### config.mk
export PLATFORM = sky130hd
export DESIGN_NAME = riscv_dcache_ctrl
export DESIGN_NICKNAME = d
export VERILOG_FILES = /design/src/rtl/riscv_dcache_ctrl.sv
export SDC_FILE = /design/constraint.sdc
export NUM_CORES = 1
export LEC_CHECK = 0
export ABC_AREA = 0
export BUFFER_PORTS_ARGS = -buffer_cell sky130_fd_sc_hd__buf_2
export CELL_PAD_IN_SITES_DETAIL_PLACEMENT = 1
export CELL_PAD_IN_SITES_GLOBAL_PLACEMENT = 2
export CORE_UTILIZATION = 24
export CTS_CLUSTER_DIAMETER = 200
export DETAILED_ROUTE_END_ITERATION = 10
export GPL_ROUTABILITY_DRIVEN = 0
export GPL_TIMING_DRIVEN = 0
export PLACE_DENSITY = 0.9
export SLEW_MARGIN = 20
export SYNTH_ARGS = -nofsm -noshare
export SYNTH_HDL_FRONTEND = slang
export SYNTH_SLANG_ARGS = --single-unit
### constraint.sdc
create_clock -name clk -period 3.48 [get_ports clk]
set_clock_uncertainty 0.05 [all_clocks]
set_input_delay 0.348 -clock clk [delete_from_list [all_inputs] [get_ports clk]]
set_output_delay 0.348 -clock clk [all_outputs]
set_load 0.05 [all_outputs]
### src/rtl/riscv_dcache_ctrl.sv
// Data-cache miss controller: write-back / write-allocate, BEATS-word bursts on the memory bus.
// Latency: hits are combinational (0 cycles); clean miss BEATS+2 stall cycles, dirty miss 2*BEATS+2 with mem_ready high.
// Backpressure: stall holds the core while a miss is in flight; beat_cnt advances only on mem_ready.
// Optional: define DCACHE_MISALIGN_EN to honour cpu_misaligned / hit_misaligned / dirty_misaligned.
module riscv_dcache_ctrl #(
  parameter int BEATS = 4,
  parameter int CW    = 2
) (
  input  logic          clk,
  input  logic          rst,
  input  logic          cpu_req_valid,
  input  logic          cpu_req_we,
  input  logic          cpu_misaligned,
  input  logic          hit,
  input  logic          dirty,
  input  logic          hit_misaligned,
  input  logic          dirty_misaligned,
  input  logic          mem_ready,
  output logic          stall,
  output logic          replace_tag,
  output logic          valid_in,
  output logic          dirty_in,
  output logic          idx_sel,
  output logic          tag_sel,
  output logic          mem_wr_req,
  output logic          mem_rd_req,
  output logic [CW-1:0] beat_cnt,
  output logic          data_we,
  output logic          data_src
);

  typedef enum logic [1:0] {
    S_IDLE      = 2'd0,
    S_WRITEBACK = 2'd1,
    S_ALLOCATE  = 2'd2,
    S_UPDATE    = 2'd3
  } state_t;

  localparam logic [CW-1:0] BEAT_LAST = CW'(BEATS - 1);
  localparam logic [CW-1:0] BEAT_ONE  = CW'(1);

  state_t        state_q;
  logic [CW-1:0] beat_q;
  logic          idx_q;

  logic req_hit;
  logic req_miss;
  logic pick;        // line chosen for the miss: 0 = index, 1 = index+1
  logic pick_dirty;  // dirty bit of the chosen line
  logic beat_last;

`ifdef DCACHE_MISALIGN_EN
  // A misaligned access only hits when both lines hit; if the first line
  // hits, the miss must be on index+1.
  assign req_hit    = cpu_req_valid && hit && (!cpu_misaligned || hit_misaligned);
  assign pick       = hit;
  assign pick_dirty = pick ? dirty_misaligned : dirty;
`else
  // Single-line accesses only; the second-line tag inputs are don't-care.
  logic unused_misalign;
  assign unused_misalign = ^{cpu_misaligned, hit_misaligned, dirty_misaligned};
  assign req_hit    = cpu_req_valid && hit;
  assign pick       = 1'b0;
  assign pick_dirty = dirty;
`endif

  assign req_miss  = cpu_req_valid && !req_hit;
  assign beat_last = (beat_q == BEAT_LAST);

  // Output decode from state and live inputs; reset forces everything low.
  always_comb begin
    stall       = 1'b0;
    replace_tag = 1'b0;
    valid_in    = 1'b0;
    dirty_in    = 1'b0;
    idx_sel     = 1'b0;
    tag_sel     = 1'b0;
    mem_wr_req  = 1'b0;
    mem_rd_req  = 1'b0;
    beat_cnt    = '0;
    data_we     = 1'b0;
    data_src    = 1'b0;
    if (!rst) begin
      idx_sel  = idx_q;
      beat_cnt = beat_q;
      case (state_q)
        S_IDLE: begin
          if (req_hit && cpu_req_we) begin
            // Store hit: write core data and mark the line dirty in one cycle.
            data_we     = 1'b1;
            replace_tag = 1'b1;
            valid_in    = 1'b1;
            dirty_in    = 1'b1;
          end
          if (req_miss) begin
            stall = 1'b1;
          end
        end
        S_WRITEBACK: begin
          stall      = 1'b1;
          mem_wr_req = 1'b1;
          tag_sel    = 1'b1;
        end
        S_ALLOCATE: begin
          stall      = 1'b1;
          mem_rd_req = 1'b1;
          data_src   = 1'b1;
          data_we    = mem_ready;
          if (mem_ready && beat_last) begin
            // Refill complete: install a clean, valid tag.
            replace_tag = 1'b1;
            valid_in    = 1'b1;
          end
        end
        S_UPDATE: begin
          stall = 1'b1;
        end
        default: begin
          stall = 1'b0;
        end
      endcase
    end
  end

  // State, beat counter and selected-line register.
  always_ff @(posedge clk) begin
    if (rst) begin
      state_q <= S_IDLE;
      beat_q  <= '0;
      idx_q   <= 1'b0;
    end else begin
      case (state_q)
        S_IDLE: begin
          beat_q <= '0;
          if (req_miss) begin
            idx_q   <= pick;
            state_q <= pick_dirty ? S_WRITEBACK : S_ALLOCATE;
          end
        end
        S_WRITEBACK: begin
          if (mem_ready) begin
            beat_q <= beat_q + BEAT_ONE;
            if (beat_last) begin
              state_q <= S_ALLOCATE;
            end
          end
        end
        S_ALLOCATE: begin
          if (mem_ready) begin
            if (beat_last) begin
              beat_q  <= '0;
              state_q <= S_UPDATE;
            end else begin
              beat_q <= beat_q + BEAT_ONE;
            end
          end
        end
        S_UPDATE: begin
          idx_q   <= 1'b0;
          state_q <= S_IDLE;
        end
        default: begin
          state_q <= S_IDLE;
        end
      endcase
    end
  end

endmodule

==> impl_metrics.tcl <==
set metrics [dict create \
    yosysTopAreaCellShare_pct 19.3 \
    via_count 449 \
    crit_required_ns 3.08 \
    clk_pin_slew_ns 0.04 \
    clock.fmax_mhz 480 \
    hpwl_um 821 \
    detail-route-antenna-nets 0 \
    power.total_mw 0.462 \
    period_share_pct 59.9 \
    grt_pass1_wl_um 1520 \
    synth-seq-area-share_pct 17.6 \
    critPathArrivalTime_ns 1.69 \
    post-place-ws_ns 1.62 \
    drt_iter0_markers 5 \
    clockPowerShare_pct 13.8 \
    hp-class "primary input to flip-flop" \
    fp.dieW_um 45.5 \
    crit_type "flip-flop to output port" \
    synthesis.area_um2 454 \
    port_buffers 17 \
    post_cts_resized 0 \
    cts.path.max_buffers 2 \
    post_cts_buffers 0 \
    clock-sinks 4 \
    crit_fanout 4 \
    antenna_found_initial 0 \
    whs_path_depth 3 \
    status "completed" \
    grt_overflow 0 \
    yosysWarnings 0 \
    synth_edf_count 0 \
    synth_commonest_cells "ha_1, nand2_1, nor2b_1" \
    cts_hold_buffers 0 \
    power_density_mw_per_mm2 780 \
    p_leak_nw 0.313 \
    synth_most_common_cell "ha_1" \
    setup-violations-final 0 \
    design.core.area_mm2 0.00175 \
    swShare_pct 52.0 \
    drt-total-wl_um 1030 \
    place_inst 100 \
    seq_power_share_pct 15.9 \
    die_y_um 45.5 \
    nets 97 \
    drc_errors 0 \
    dpl_cell_area_um2 571 \
    yosysUniqueCellTypes 21 \
    crit_slowest_cell "dfxtp_1" \
    syn_to_final_growth_pct 30.6 \
    grt_max_degree 11 \
    firstDrtPassIters 2 \
    n_antenna_cell 0 \
    yosysTopAreaCell "ha_1" \
    holdWs_ns 0.356 \
    ys_ff_latch 4 \
    worstSetupEndpointType "output port" \
    final_util_pct 34.0 \
    numCtsBuffers 3 \
    ff2ff_path_depth 6 \
    power_switching_mw 0.240 \
    start_kind "flip-flop" \
    finalInstanceArea_um2 593 \
    viasPerCell 4.36 \
    synth_fp_nets 75 \
    grt_pass1_vias 388 \
    hold_viol 0 \
    drive_above_1_share_pct 33.3 \
    rsz0062_at_grt "no" \
    min_period_ns 2.08 \
    floorplan.rows 15 \
    internal_power_mw 0.222 \
    yosys-top-cells-area "ha_1, dfxtp_1, nor2b_1" \
    fin_cells 103 \
    cp_slowest_stage_delay_ns 0.33 \
    ioPinCount 22 \
    yosys_most_used_dff "dfxtp_1" \
    ys_async_sr_fraction_pct 0 \
    insertion_delay_ns 0.25 \
    synthCells 58 \
    combPwrFrac_pct 70.2 \
    grt_use_total_pct 10.2 \
    cp_cell_sequence "inv_1, ha_1, nor2b_1, nand2_1, a21oi_1, buf_2" \
    wl_per_cell_um 9.96 \
    ir_worst_vdd_uv 261 \
    cts_root_buf "clkbuf_4" \
    initial_core_util_pct 26.0 \
    avgSynthCellArea_um2 7.83 \
    finalSetupTns_ns 0 \
    fin_ws_ns 1.40 \
    htree_levels 1 \
    cts_tree "done" \
    dieArea_mm2 0.00207 \
    drv_cap 0 \
    maxSlewViolCount 0 \
]
## layout make-up
| cell class | count | area (µm²) |
|---|---|---|
| Tap cell | 25 | 31.3 |
| Clock buffer | 3 | 22.5 |
| Timing Repair Buffer | 17 | 85.1 |
| Inverter | 5 | 18.8 |
| Buffer | 5 | 33.8 |
| Multi-Input combinational cell | 44 | 322 |
| Sequential cell | 4 | 80.1 |
| Fill cell | 227 | 1150 |
## critical path, delay by kind of cell, from the launching register on
kind,cells,cell delay [ns]
flops,1,0.33
compound gates,1,0.13
buf+inv,2,0.40
simple gates,2,0.30
fa+ha+maj,1,0.27
## sequential cells by signal (all words and copies together) (netlist names)
signal	count
beat_q	2
state_q	2
## worst paths after layout
check,start,end,slack [ns]
setup / recovery,state_q[0],data_we,1.40
hold / removal,dirty,state_q[1],0.36
setup reg to reg,state_q[1],beat_q[1],1.80
hold reg to reg,beat_q[1],beat_q[1],0.42
## power by group through the flow
stage          registers (mW)  clock network [mW]  logic [mW]
6_report               0.0737              0.0639       0.325
5_1_grt                0.0766              0.0667       0.355
4_1_cts                0.0740              0.0634       0.329
3_5_place_dp           0.0751                   0       0.328
3_3_place_gp           0.0742                   0       0.323
2_1_floorplan          0.0710                   0       0.266
## logic make-up after synthesis
group / share of synthesized area, %
other: 0.826
AOI/OAI and AO/OA: 19.0
buffers and inverters: 11.6
adders and majority gates: 19.3
DFF: 17.6
muxes: 4.41
and+or+nand+nor: 27.3
## routing by layer
metal | up-vias | share of wire (%) | track usage, %
met4 | 0 | 1.6 | 7.27
li1 | 229 | - | -
met5 | - | 0 | 0
met1 | 200 | 47 | 11.6
met3 | 2 | 5.4 | 0.397
met2 | 18 | 46 | 18.0
## placed cells by master (no fill, tap or decap), types with 3 or more instances in the layout
master	netlist	final
a21oi_1	4	4
buf_2	0	17
nor2b_1	6	6
ha_1	7	7
nand2_1	6	6
nor2_1	4	4
buf_4	4	4
o21ai_0	3	3
dfxtp_1	4	4
inv_1	5	5
clkbuf_4	0	3
Power figures use the tool's default switching activity.
